### config.mk
export PLATFORM = sky130hd
export DESIGN_NAME = fpu_round_sched
export DESIGN_NICKNAME = d
export VERILOG_FILES = /design/src/rtl/fpu_round_sched.sv
export SDC_FILE = /design/constraint.sdc
export NUM_CORES = 1
export LEC_CHECK = 0
export BUFFER_PORTS_ARGS = -buffer_cell sky130_fd_sc_hd__buf_2
export CORE_MARGIN = 10
export CORE_UTILIZATION = 47
export DETAILED_ROUTE_END_ITERATION = 8
export PLACE_DENSITY = 0.84
export SLEW_MARGIN = 20
export SYNTH_ARGS = -nofsm -noshare
export SYNTH_HDL_FRONTEND = slang
export SYNTH_SLANG_ARGS = --single-unit
export TNS_END_PERCENT = 5
### constraint.sdc
create_clock -name clk -period 2.9 [get_ports clk]
set_clock_uncertainty 0.2 [all_clocks]
set_input_delay 0 -clock clk [delete_from_list [all_inputs] [get_ports clk]]
set_output_delay 0 -clock clk [all_outputs]
set_load 0.02 [all_outputs]
### src/rtl/fpu_round_sched.sv
// Result scheduler for the shared FPU round stage: arbitrates FMA / FDIV / FCVT results,
// registers the winner with its decoded rounding mode, and requests FMA bubbles on starvation.
module fpu_round_sched #(
    parameter int unsigned STARVE_LIMIT = 8,
    parameter int unsigned RDW          = 5
) (
    input  logic           clk,
    input  logic           reset,
    input  logic           fma_valid,
    input  logic [RDW-1:0] fma_rd,
    input  logic [2:0]     fma_frm,
    input  logic [2:0]     fcsr_frm,
    input  logic           div_req,
    input  logic [51:0]    div_res,
    input  logic [RDW-1:0] div_rd,
    output logic           div_ack,
    input  logic           cvt_req,
    input  logic [51:0]    cvt_res,
    input  logic [RDW-1:0] cvt_rd,
    output logic           cvt_ack,
    input  logic           flush,
    output logic           issue_stall,
    output logic           rnd_valid,
    output logic           rnd_earlyressel,
    output logic [51:0]    rnd_earlyres,
    output logic [RDW-1:0] rnd_rd,
    output logic [1:0]     rnd_src,
    output logic           rz,
    output logic           rn,
    output logic           rp,
    output logic           rm,
    output logic           rnd_badfrm
);

    localparam logic [1:0] SrcFma = 2'b00;
    localparam logic [1:0] SrcDiv = 2'b01;
    localparam logic [1:0] SrcCvt = 2'b10;
    localparam logic [7:0] Limit  = 8'(STARVE_LIMIT);

    typedef enum logic {StRun, StStarved} state_t;

    state_t     state_q, state_d;
    logic       rr_q, rr_d;         // 0: DIV next on contention, 1: CVT
    logic       ssrc_q, ssrc_d;     // starving source, same encoding as rr
    logic [7:0] div_cnt_q, div_cnt_d;
    logic [7:0] cvt_cnt_q, cvt_cnt_d;

    logic       early_ok;
    logic       pick_cvt;
    logic       grant;
    logic [2:0] fma_eff_frm;
    logic [4:0] fma_dec;
    logic [4:0] early_dec;

    // Returns {rz, rn, rp, rm, badfrm}.
    function automatic logic [4:0] decode_frm(input logic [2:0] frm);
        logic [4:0] d;
        case (frm)
            3'b000:  d = 5'b01000;
            3'b001:  d = 5'b10000;
            3'b010:  d = 5'b00010;
            3'b011:  d = 5'b00100;
            3'b100:  d = 5'b01000;
            default: d = 5'b01001;
        endcase
        return d;
    endfunction

    // Acks drop combinationally while reset is held so a pending producer never sees a false ack.
    assign early_ok = !fma_valid && !flush && !reset;
    assign pick_cvt = (state_q == StStarved) ? ssrc_q : rr_q;
    assign div_ack  = early_ok && div_req && !(cvt_req && pick_cvt);
    assign cvt_ack  = early_ok && cvt_req && !(div_req && !pick_cvt);
    assign grant    = (fma_valid && !flush) || div_ack || cvt_ack;

    assign fma_eff_frm = (fma_frm == 3'b111) ? fcsr_frm : fma_frm;
    assign fma_dec     = decode_frm(fma_eff_frm);
    assign early_dec   = decode_frm(fcsr_frm) & 5'b11110;

    always_comb begin
        div_cnt_d = div_cnt_q;
        cvt_cnt_d = cvt_cnt_q;
        if (flush || !div_req || div_ack) begin
            div_cnt_d = '0;
        end else if (div_cnt_q != Limit) begin
            div_cnt_d = div_cnt_q + 8'd1;
        end
        if (flush || !cvt_req || cvt_ack) begin
            cvt_cnt_d = '0;
        end else if (cvt_cnt_q != Limit) begin
            cvt_cnt_d = cvt_cnt_q + 8'd1;
        end
    end

    always_comb begin
        rr_d = rr_q;
        if (div_ack) begin
            rr_d = 1'b1;
        end else if (cvt_ack) begin
            rr_d = 1'b0;
        end
    end

    always_comb begin
        state_d = state_q;
        ssrc_d  = ssrc_q;
        unique case (state_q)
            StRun: begin
                if (!flush && div_cnt_q == Limit) begin
                    state_d = StStarved;
                    ssrc_d  = 1'b0;
                end else if (!flush && cvt_cnt_q == Limit) begin
                    state_d = StStarved;
                    ssrc_d  = 1'b1;
                end
            end
            StStarved: begin
                if (flush) begin
                    state_d = StRun;
                end else if (ssrc_q ? (cvt_ack || !cvt_req) : (div_ack || !div_req)) begin
                    state_d = StRun;
                end
            end
            default: state_d = StRun;
        endcase
    end

    always_ff @(posedge clk or posedge reset) begin
        if (reset) begin
            state_q     <= StRun;
            rr_q        <= 1'b0;
            ssrc_q      <= 1'b0;
            div_cnt_q   <= '0;
            cvt_cnt_q   <= '0;
            issue_stall <= 1'b0;
        end else begin
            state_q     <= state_d;
            rr_q        <= rr_d;
            ssrc_q      <= ssrc_d;
            div_cnt_q   <= div_cnt_d;
            cvt_cnt_q   <= cvt_cnt_d;
            issue_stall <= (state_d == StStarved);
        end
    end

    // Data fields hold across idle cycles; only valid and earlyressel are forced low.
    always_ff @(posedge clk or posedge reset) begin
        if (reset) begin
            rnd_valid       <= 1'b0;
            rnd_earlyressel <= 1'b0;
            rnd_earlyres    <= '0;
            rnd_rd          <= '0;
            rnd_src         <= SrcFma;
            rz              <= 1'b0;
            rn              <= 1'b1;
            rp              <= 1'b0;
            rm              <= 1'b0;
            rnd_badfrm      <= 1'b0;
        end else begin
            rnd_valid       <= grant;
            rnd_earlyressel <= div_ack || cvt_ack;
            if (grant) begin
                if (fma_valid) begin
                    rnd_src                     <= SrcFma;
                    rnd_rd                      <= fma_rd;
                    rnd_earlyres                <= '0;
                    {rz, rn, rp, rm, rnd_badfrm} <= fma_dec;
                end else if (div_ack) begin
                    rnd_src                     <= SrcDiv;
                    rnd_rd                      <= div_rd;
                    rnd_earlyres                <= div_res;
                    {rz, rn, rp, rm, rnd_badfrm} <= early_dec;
                end else begin
                    rnd_src                     <= SrcCvt;
                    rnd_rd                      <= cvt_rd;
                    rnd_earlyres                <= cvt_res;
                    {rz, rn, rp, rm, rnd_badfrm} <= early_dec;
                end
            end
        end
    end

endmodule

# After elaboration in Yosys (flattened, before gate mapping)
# Cells that the tools add are included.
# word_totals
register_bits	85
latch_bits	0
ram_bits	0
rom_bits	0
mem_count	0
# classes
n_addsub	2
n_mul	0
div_mod_pow	0
n_lt_le_gt_ge	0
n_eq_ne	13
shift	0
n_mux	29
n_bitwise	1
n_reduce_logical	37
# ops
operator	count
52-bit two-way mux	2
5-bit one-hot mux with 4 select lines	2
8-bit two-way mux	4
8-bit by 1-bit adder with 8-bit output, second input constant	2
8-bit by 4-bit == test with 1-bit output, second input constant	2
8-bit by 4-bit != test with 1-bit output, second input constant	2
1-bit two-way mux	15
3-bit by 2-bit == test with 1-bit output, second input constant	4
1-bit logical AND	11
5-bit two-way mux	2
3-bit == test, second input constant	3
1-bit logical OR	9
1-bit logical NOT	8
2-bit nonzero test	4
3-bit by 1-bit == test with 1-bit output, second input constant	2
3-bit logical NOT	2
2-bit two-way mux	2
2-bit OR reduction	2
3-bit two-way mux	1
1-bit one-hot mux with 2 select lines	1
2-bit AND reduction	1
1-bit inverter	1

# Depth between registers and ports, before layout
# Gate-level depths: netlist (run 1).
# depth
ltp_word	10
mapped_depth	8
depth_no_buf	6

# Worst setup path after synthesis (run 1)
# Ideal clock, no wire load.
# synth_timing
path_type	flip-flop to flip-flop
start	register state_q
end	register rr_q
t_arrival_ps	1598
slack_ps	944
stages_incl_launch_ff	5
n_path_buf	0
synth_period_minus_slack_ps	1956
cell_sequence	dfrtp_1 > mux2i_1 > a211o_1 > nor3_2 > o22ai_1
# synth_between
elab_chain_cells	6
# synth_rtl
element	line	source
start, declared	42	state_t state_q, state_d;
start signal, assigned	130	state_q <= StRun;
start signal, assigned	137	state_q <= state_d;
1-bit two-way mux	71	assign pick_cvt = (state_q == StStarved) ? ssrc_q : rr_q;
1-bit logical NOT	73	assign cvt_ack = early_ok && cvt_req && !(div_req && !pick_cvt);
1-bit logical AND	73	
1-bit logical NOT	73	
1-bit logical AND	73	
named net cvt_ack	20	output logic cvt_ack,
2-bit nonzero test (no line)	-	
end signal, assigned	138	rr_q <= rr_d;
end, declared	43	logic rr_q, rr_d;
# The timed path passes the listed nets, and every way through them passes these cells.
# A chain may end at the register's enable or synchronous reset.

# Final worst setup path (run 1)
# layout_timing
start	input reset
end	register rnd_earlyres[41]
# layout_between
elab_chain_cells	6
# layout_rtl
element	line	source
start, declared	8	input logic reset,
1-bit logical NOT (no line) *	-	
1-bit logical AND *	70	assign early_ok = !fma_valid && !flush && !reset;
1-bit logical AND (2 in series)	72	assign div_ack = early_ok && div_req && !(cvt_req && pick_cvt);
52-bit two-way mux / 1-bit logical OR (equally long branches)	168, 74	
52-bit two-way mux / 1-bit logical OR (equally long branches)	163, 74	
end signal, assigned	171	rnd_earlyres <= div_res;
end signal, assigned	176	rnd_earlyres <= cvt_res;
end, declared	25	output logic [51:0] rnd_earlyres,
# Mark *: on every way between the ends. The rest lies on a longest branch, timed or not.

==> run metrics, run 1 <==
run status finished clean; I/O pins 200; RSZ-0062 raised after global routing false; hpwl dp 9.566 mm; CTS tree done; TritonCTS Sinks 85; Commonest cells post-synth dfrtp_1, nor4b_1, a221o_1; sequential element share of the synthesized area 50.82%; Core Util, Final 77.80%; asr flop ratio synth 100.0%; Buffers on Ports 199; leak pwr 3.299 nW; Reg power frac 41.7%; row count 34; Reg clk slew, reported paths 0.08 ns; slowest cell delay on critical path 0.56 ns; Switching Fraction 29.17%; Die H 114.4 um; top cells by area in the synthesized netlist dfrtp_1, a221o_1, nor4b_1; CP Data Arrival Time 2.83 ns; first-pass GRT wire length 25.65 mm; final count of hold timing violations 0; vias in the first global route 4944; P_int 2.360 mW; RePlAce Congestion 0.8724; Setup Viol. Count Final 0; minimum clock period 2.807 ns; most frequent cell after synthesis dfrtp_1; required time of the worst setup path 2.92 ns; final slew viol count 0; Setup Crit Path Kind input port to flop; core area 0.008678 mm^2; Post-synth EDFFs 0; Hold Path Class input port to flop; Synth Area per Inst 11.44 um^2; final WL 15.85 mm; Psw 0.9717 mW; CP endpoint kind flop; Slew headroom 51.17%; combinational fraction of design power 28.7%; Post-DRT Antenna Nets 0; Post-Synthesis Cells 366; Synth Net Count 501; Longest Clk Path Bufs 2; Die ar. 0.01309 mm^2; CTS Buf Count 9; Least-Margin Pin Slew 0.7315 ns; top-area cell type share of the netlist area 50.19%; All-Layer GR Usage 23.90%; Main synth FF type dfrtp_1; Die W 114.4 um; Synth cell types 45; Inst Count DP 645; synth-to-layout area growth 61.22%; clock group share of total power 29.6%; Final nets 814; cells along the critical path dlygate4sd3_1, buf_2, or4b_4, o21ba_4, buf_16, nor4b_1, a221o_1, dlygate4sd3_1; non-filler instance count after layout 792; crit-path max FO 67; initial antenna violation count 0; largest net degree at the start of global routing 68; Max-Cap Viols 0; GRT overflow 0; setup TNS 0 ns; Fmax achieved 356.2 MHz; Power Dens Cells 493.4 mW/mm^2; routed vias 4571; CP max-delay cell dlygate4sd3_1; residual DRC count 0; Avg WL per Cell 20.01 um; synthesized flop and latch total 85; maximum vdd drop 0.3390 mV; leading area contributor after synthesis dfrtp_1; crit start category input port; starting DRC count in detailed routing 440; H-tree depth 3; layout cell share with drive strength beyond 1 33.09%; YS warnings 0; postcts setup bufs 0; drt first pass iters 5; Worst Path Buf+Inv 4; worst-skew pair later-pin latency 0.35 ns; Avg Vias per Cell 5.771; Pwr Total 3.331 mW; initial core utilization 48.26%; period utilization 96.81%; Critical Path Most Common Cell dlygate4sd3_1; critical path's top delay family buffers and inverters; post-synthesis instance area 0.004188 mm^2; CTS root buf clkbuf_8
[metal layers]
metal / up-vias / GRT usage, % / wire, um
met5: - / 0 / 0
met4: 0 / 8.605 / 386
met3: 32 / 9.748 / 1696
met2: 269 / 39.71 / 8005
met1: 2218 / 26.99 / 5761
li1: 2052 / - / -
[cell type report]
class                   instances  area [um^2]
multi-input cells             237         1829
inverters                      10        38.79
well taps                     108        135.1
clock buffers                  11        131.4
clock inverters                 4        97.59
repair buffers                336         2389
diodes                          1        2.502
flip-flops and latches         85         2128
fillers                       553         1927
[sequential cells by signal, summed over array words and instances (netlist names), 2 cells and up]
name and cells:
rnd_earlyres 52, cvt_cnt_q 8, div_cnt_q 8, rnd_src 2, rnd_rd 5
[through the flow]
stage / hold slack (ns) / instance area, um^2 / setup WS, ns
finish: 0.01586 / 6751 / 0.09261
global route: 0.01541 / 6749 / 0.01346
CTS: 0.004349 / 6734 / 0.07050
detailed placement: 0.01427 / 5194 / 0.7538
global placement: 0.002118 / 5194 / 0.8453
floorplan: -0.08366 / 4188 / 0.3862
[power by group through the flow]
stage	logic [mW]	registers, mW	clock network, mW
6_report	0.955	1.39	0.987
5_1_grt	1.03	1.40	1.05
3_5_place_dp	0.705	1.40	0
2_1_floorplan	0.267	1.55	0
3_3_place_gp	0.682	1.40	0
4_1_cts	0.929	1.38	1.00
[final timing paths]
| kind | cells after the start | from | end | slack, ns |
|---|---|---|---|---|
| max in group asynchronous | 4 | reset | rn | 1.63 |
| worst min register to register | 1 | rnd_src[0] | rnd_src[0] | 0.29 |
| min in group asynchronous | 3 | reset | rnd_earlyressel | 0.16 |
| worst max register to register | 6 | state_q | rnd_earlyres[41] | 0.23 |
| worst max-delay path | 8 | reset | rnd_earlyres[41] | 0.09 |
| worst min-delay path | 3 | cvt_res[7] | rnd_earlyres[7] | 0.02 |
[tightest hold or removal path, stage by stage]
cell and delay, ns:
buf_2 0.10, nor4b_1 0.14, a221o_1 0.28
[layout by cell type (no fill, tap or decap), types with 2 or more instances in the layout]
| cell type | netlist | final |
|---|---|---|
| a21o_1 | 6 | 6 |
| a21oi_1 | 10 | 10 |
| a221o_1 | 48 | 48 |
| a221oi_1 | 5 | 5 |
| a22o_1 | 5 | 5 |
| a31oi_1 | 2 | 2 |
| and2_1 | 2 | 2 |
| and3_1 | 4 | 4 |
| buf_2 | 4 | 199 |
| buf_4 | 3 | 3 |
| bufinv_16 | 0 | 3 |
| clkbuf_1 | 17 | 2 |
| clkbuf_8 | 0 | 9 |
| dfrtp_1 | 84 | 84 |
| dlygate4sd3_1 | 0 | 131 |
| ha_1 | 4 | 4 |
| inv_1 | 10 | 9 |
| mux2i_1 | 2 | 2 |
| nand2_1 | 13 | 13 |
| nand2b_1 | 5 | 5 |
| nand3_1 | 11 | 11 |
| nand3b_1 | 5 | 5 |
| nand4_1 | 2 | 2 |
| nand4b_1 | 2 | 2 |
| nor2_1 | 25 | 25 |
| nor3b_1 | 2 | 2 |
| nor4b_1 | 49 | 49 |
| o21ai_0 | 4 | 4 |
| o22ai_1 | 4 | 4 |
| xnor2_1 | 2 | 2 |
| xor2_1 | 10 | 10 |
[cells by family (layout without fill, tap and decap cells)]
group,after synthesis,count (layout),synth area share [%]
other cells,0,1,0
simple gates,126,126,20.02
flops,85,85,50.82
buf+inv,44,361,5.767
xor+xnor,12,12,2.510
fa+ha+maj,4,4,1.195
mux,2,2,0.4781
compound gates,93,93,19.21
[timing repair]
| item | CTS | global route |
|---|---|---|
| setup endpoints to repair | 0 | 19 |
| gates resized for setup | 0 | 3 |
| hold buffers | 131 | 0 |
| endpoints found under the hold margin | 114 | 0 |
Power figures use the tool's default switching activity.
==> inputs of run 2 (changes only) <==
Settings changed: RECOVER_POWER set to 25.
==> run metrics, run 2 (synthesized netlist as in run 1, its figures left out) <==
TritonCTS Sinks 85 (unchanged); Worst Path Buf+Inv 5 (was 4); final slew viol count 40 (was 0); Longest Clk Path Bufs 2 (unchanged); Die H 114.4 um (unchanged); Power Dens Cells 494.7 mW/mm^2 (was 493.4 mW/mm^2); layout cell share with drive strength beyond 1 28.11% (was 33.09%); RSZ-0062 raised after global routing false (unchanged); Avg Vias per Cell 5.744 (was 5.771); I/O pins 200 (unchanged); vias in the first global route 4944 (unchanged); Die W 114.4 um (unchanged); FILL cells 581 (was 553); worst-skew pair later-pin latency 0.35 ns (about the same); final count of hold timing violations 0 (unchanged); crit-path max FO 12 (was 67); RePlAce Congestion 0.8724 (unchanged); most common cell after layout, fill and taps aside buf_2 (unchanged); row count 34 (unchanged); routed vias 4549 (was 4571); Inst Count DP 645 (unchanged); H-tree depth 3 (unchanged); non-filler instance count after layout 792 (unchanged); residual DRC count 0 (unchanged); Avg WL per Cell 20.15 um (was 20.01 um); largest net degree at the start of global routing 68 (unchanged); All-Layer GR Usage 23.90% (unchanged); initial core utilization 48.26% (unchanged); minimum clock period 2.800 ns (was 2.807 ns); period utilization 96.57% (was 96.81%); synth-to-layout area growth 60.20% (was 61.22%); maximum vdd drop 0.3389 mV (was 0.3390 mV); Buffers on Ports 199 (unchanged); Pwr Total 3.319 mW (was 3.331 mW); slowest cell delay on critical path 0.60 ns (was 0.56 ns); core area 0.008678 mm^2 (unchanged); failing checks max-capacitance violations, max-slew violations; leak pwr 3.177 nW (was 3.299 nW); biggest regs rnd_earlyres: 52 flops, cvt_cnt_q: 8 flops, div_cnt_q: 8 flops (unchanged); required time of the worst setup path 2.99 ns (was 2.92 ns); postcts setup bufs 0 (unchanged); Die ar. 0.01309 mm^2 (unchanged); critical path's top delay family buffers and inverters (unchanged); CTS tree done (unchanged); GRT overflow 0 (unchanged); hpwl dp 9.566 mm (unchanged); CTS root buf clkbuf_8 (unchanged); cells along the critical path dlygate4sd3_1, buf_2, o31a_2, inv_1, nand4_1, dlygate4sd3_1, o211ai_1, dlygate4sd3_1 (was dlygate4sd3_1, buf_2, or4b_4, o21ba_4, buf_16, nor4b_1, a221o_1, dlygate4sd3_1); Hold Path Class input port to flop (unchanged); final WL 15.96 mm (was 15.85 mm); Post-DRT Antenna Nets 0 (unchanged); Reg clk slew, reported paths 0.09 ns (was 0.08 ns); starting DRC count in detailed routing 424 (was 440); CP endpoint kind flop (unchanged); first-pass GRT wire length 25.65 mm (unchanged); CP max-delay cell dlygate4sd3_1 (unchanged); Setup Crit Path Kind input port to flop (unchanged); setup ws final 0.09957 ns (was 0.09261 ns); run status finished with violations (was finished clean); setup TNS 0 ns (unchanged); crit start category input port (unchanged); CTS Buf Count 9 (unchanged); initial antenna violation count 0 (unchanged); drt first pass iters 5 (unchanged); Least-Margin Pin Slew 1.867 ns (was 0.7315 ns); max reg flops 52 (unchanged); Max-Cap Viols 1 (was 0); Fmax achieved 357.1 MHz (was 356.2 MHz); dpl ws 0.7538 ns (unchanged); CP Data Arrival Time 2.89 ns (was 2.83 ns); Final nets 814 (unchanged); Slew headroom -25.15% (was 51.17%); Reg with most FFs rnd_earlyres (unchanged); Critical Path Most Common Cell dlygate4sd3_1 (unchanged); commonest non-fill, non-tap cells in the layout buf_2, dlygate4sd3_1, dfrtp_1 (unchanged); Setup Viol. Count Final 0 (unchanged)
==> run 2: worst register-to-register path, cell delays in order, from the launching register on <==
cell           delay, ns
dfrtp_1             0.43
mux2i_1             0.39
o21ba_4             0.22
buf_16              0.26
nor4b_1             0.16
a221o_1             0.31
dlygate4sd3_1       0.56
==> run 2: final timing paths <==
check	start	endpoint	slack, ns	cells past startpoint
min	fcsr_frm[0]	rn	0.01	4
max	flush	rz	0.1	8
min in group asynchronous	reset	rnd_earlyressel	0.53	3
max in group asynchronous	reset	rn	1.04	4
min reg2reg	rnd_src[0]	rnd_src[0]	0.29	1
max reg2reg	state_q	rnd_earlyres[41]	0.25	6
==> run 2: timing repair <==
action                     4_1_cts  5_1_grt
resized for setup                0        3
hold buffers                   131        0
setup endpoints to repair        0       19
hold endpoints to repair       114        0
==> run 2: final cells by class <==
type | instances | area [um^2] | area share (%)
Inverter | 10 | 38.79 | 0.5781
Antenna cell | 1 | 2.502 | 0.03730
Multi-Input combinational cell | 237 | 1829 | 27.27
Tap cell | 108 | 135.1 | 2.014
Sequential cell | 85 | 2128 | 31.72
Clock buffer | 11 | 131.4 | 1.958
Timing Repair Buffer | 336 | 2346 | 34.97
Clock inverter | 4 | 97.59 | 1.455
==> run 2: where the power goes <==
part           switching, mW  internal (mW)  total (mW)
logic                  0.475          0.464       0.939
registers             0.0812           1.31        1.39
clock network          0.419          0.569       0.988
==> run 2: metal layers <==
layer,routed length (um),up-vias,part of all wire (%),track usage (%)
met5,0,-,0,0
met4,411,0,2.6,8.605
met3,1713,33,11,9.748
met2,7893,263,49,39.71
met1,5941,2201,37,26.99
li1,-,2052,-,-
==> run 2: per-stage QoR <==
step | cell area, um^2 | utilization, % | hold slack (ns)
global placement | 5194 | 59.85 | 0.002118
CTS | 6734 | 77.60 | 0.004349
detailed placement | 5194 | 59.85 | 0.01427
finish | 6709 | 77.31 | 0.01138
floorplan | 4188 | - | -0.08366
global route | 6706 | 77.28 | 0.01541
==> inputs of run 3 (changes only) <==
Settings changed: CELL_PAD_IN_SITES_DETAIL_PLACEMENT set to 1, CELL_PAD_IN_SITES_GLOBAL_PLACEMENT set to 1, CORE_UTILIZATION 47 to 35, HOLD_SLACK_MARGIN set to 0.08, SLEW_MARGIN 20 to 5.
==> run metrics, run 3 (synthesized netlist as in run 1, its figures left out) <==
run status finished clean (was finished with violations); core area 0.01156 mm^2 (was 0.008678 mm^2); final slew viol count 0 (was 40); Reg power frac 39.8% (was 41.9%); initial antenna violation count 5 (was 0); period utilization 97.48% (was 96.57%); clock group share of total power 33.6% (was 29.8%); Hold WS 0.1669 ns (was 0.01138 ns); cells along the critical path dlygate4sd3_1, buf_2, o31a_2, inv_1, nand4b_1, dlygate4sd3_1, o211ai_1, dlygate4sd3_1 (was dlygate4sd3_1, buf_2, o31a_2, inv_1, nand4_1, dlygate4sd3_1, o211ai_1, dlygate4sd3_1); All-Layer GR Usage 23.48% (was 23.90%); Pwr Total 3.530 mW (was 3.319 mW); Avg WL per Cell 24.01 um (was 20.15 um); CP max-delay cell dlygate4sd3_1 (unchanged); hpwl dp 10.99 mm (was 9.566 mm); Avg Vias per Cell 5.641 (was 5.744); leak pwr 3.220 nW (was 3.177 nW); commonest non-fill, non-tap cells in the layout buf_2, dlygate4sd3_1, dfrtp_1 (unchanged); Reg with most FFs rnd_earlyres (unchanged); Power Dens Cells 508.2 mW/mm^2 (was 494.7 mW/mm^2); final count of hold timing violations 0 (unchanged); r2r startpoint state_q (unchanged); layout cell share with drive strength beyond 1 29.00% (was 28.11%); crit-path max FO 12 (unchanged); H-tree depth 3 (unchanged); Buffers on Ports 199 (unchanged); CTS tree done (unchanged); worst-skew pair later-pin latency 0.34 ns (was 0.35 ns); Reg clk slew, reported paths 0.06 ns (was 0.09 ns); combinational fraction of design power 26.6% (was 28.3%); biggest regs rnd_earlyres: 52 flops, cvt_cnt_q: 8 flops, div_cnt_q: 8 flops (unchanged); Max-Cap Viols 0 (was 1); most common cell after layout, fill and taps aside buf_2 (unchanged); top routing layer used met4 (unchanged); Slew headroom 49.48% (was -25.15%); P_int 2.442 mW (was 2.343 mW); maximum vdd drop 0.2630 mV (was 0.3389 mV); RSZ-0062 raised after global routing true (was false); Setup Viol. Count Final 0 (unchanged); Die W 129.4 um (was 114.4 um); CTS Buf Count 9 (unchanged); initial core utilization 36.21% (was 48.26%); Die H 129.4 um (was 114.4 um); required time of the worst setup path 2.97 ns (was 2.99 ns); Final nets 823 (was 814); synth-to-layout area growth 65.88% (was 60.20%); largest net degree at the start of global routing 64 (was 68); routed vias 4761 (was 4549); drt first pass iters 5 (unchanged); met1 wire length 7.433 mm (was 5.941 mm); TritonCTS Sinks 85 (unchanged); Fmax achieved 353.7 MHz (was 357.1 MHz); slowest cell delay on critical path 0.58 ns (was 0.60 ns); I/O pins 200 (unchanged); row count 39 (was 34); starting DRC count in detailed routing 372 (was 424); WL met2 10.44 mm (was 7.893 mm); CP endpoint kind flop (unchanged); vias in the first global route 5371 (was 4944); final WL 20.27 mm (was 15.96 mm); Psw 1.089 mW (was 0.9760 mW); residual DRC count 0 (unchanged); minimum clock period 2.827 ns (was 2.800 ns); CTS root buf clkbuf_16 (was clkbuf_8); Least-Margin Pin Slew 0.7565 ns (was 1.867 ns); Crit Reg-Reg Endpoint rnd_rd[0] (was rnd_earlyres[41]); first-pass GRT wire length 30.55 mm (was 25.65 mm); r2r setup slk 0.13 ns (was 0.25 ns); GRT overflow 0 (unchanged); crit start category input port (unchanged); max reg flops 52 (unchanged); Switching Fraction 30.84% (was 29.41%); RePlAce Congestion 0.8184 (was 0.8724); Setup Crit Path Kind input port to flop (unchanged); WL met3 1.404 mm (was 1.713 mm); CP Data Arrival Time 2.90 ns (was 2.89 ns); Longest Clk Path Bufs 2 (unchanged); Die ar. 0.01674 mm^2 (was 0.01309 mm^2); worst r2r path cells 6 (unchanged); Hold Path Class input port to async pin (was input port to flop); Critical Path Most Common Cell dlygate4sd3_1 (unchanged); Post-DRT Antenna Nets 0 (unchanged)
-- run 3: final cells by class --
cell class	count	area [um^2]
diodes	8	20.02
clock buffers	13	250.2
clock inverters	3	45.04
fillers	1241	4618
inverters	10	38.79
multi-input cells	238	1846
flip-flops and latches	85	2128
well taps	143	178.9
repair buffers	344	2440
-- run 3: worst max path at each step --
stage | start | depth (start not counted) | end
2_1_floorplan | reset | 2 | cvt_cnt_q[0]
5_1_grt | reset | 8 | rnd_rd[4]
6_report | reset | 8 | rz
4_1_cts | reset | 8 | rnd_rd[4]
3_5_place_dp | fma_valid | 7 | rnd_earlyres[45]
3_3_place_gp | fma_valid | 7 | rnd_earlyres[38]
-- run 3: per-stage QoR --
stage	instance area, um^2	utilization [%]	setup TNS [ns]	cells	worst slack, ns
6_report	6947	60.07	0	844	0.07294
5_1_grt	6939	60.00	-0.07280	841	-0.04206
4_1_cts	6937	59.98	0	835	0.09831
3_5_place_dp	5250	45.40	0	680	0.6312
3_3_place_gp	5250	45.40	0	680	0.7122
2_1_floorplan	4188	-	0	366	0.3862
-- run 3: power by group through the flow --
stage          Clock, mW  Sequential (mW)  Combinational [mW]
3_3_place_gp           0             1.40               0.693
3_5_place_dp           0             1.40               0.719
5_1_grt             1.25             1.42                1.00
4_1_cts             1.18             1.39               0.906
2_1_floorplan          0             1.55               0.267
6_report            1.19             1.40               0.940
-- run 3: timing repair --
action,CTS,global route
hold endpoints to repair,107,0
endpoints found under the setup margin,0,12
hold buffers,139,0
resized for setup,0,3
buffers inserted,0,0
-- run 3: critical path, delay by kind of cell --
| kind | cells | cell delay (ns) |
|---|---|---|
| buf+inv | 5 | 2.23 |
| simple gates | 1 | 0.13 |
| compound gates | 2 | 0.54 |
-- run 3: metal layers --
| layer | global-route usage [%] | vias to the layer above |
|---|---|---|
| met3 | 6.444 | 61 |
| met4 | 14.38 | 0 |
| met2 | 41.85 | 231 |
| met5 | 0 | - |
| met1 | 24.12 | 2381 |
| li1 | - | 2088 |
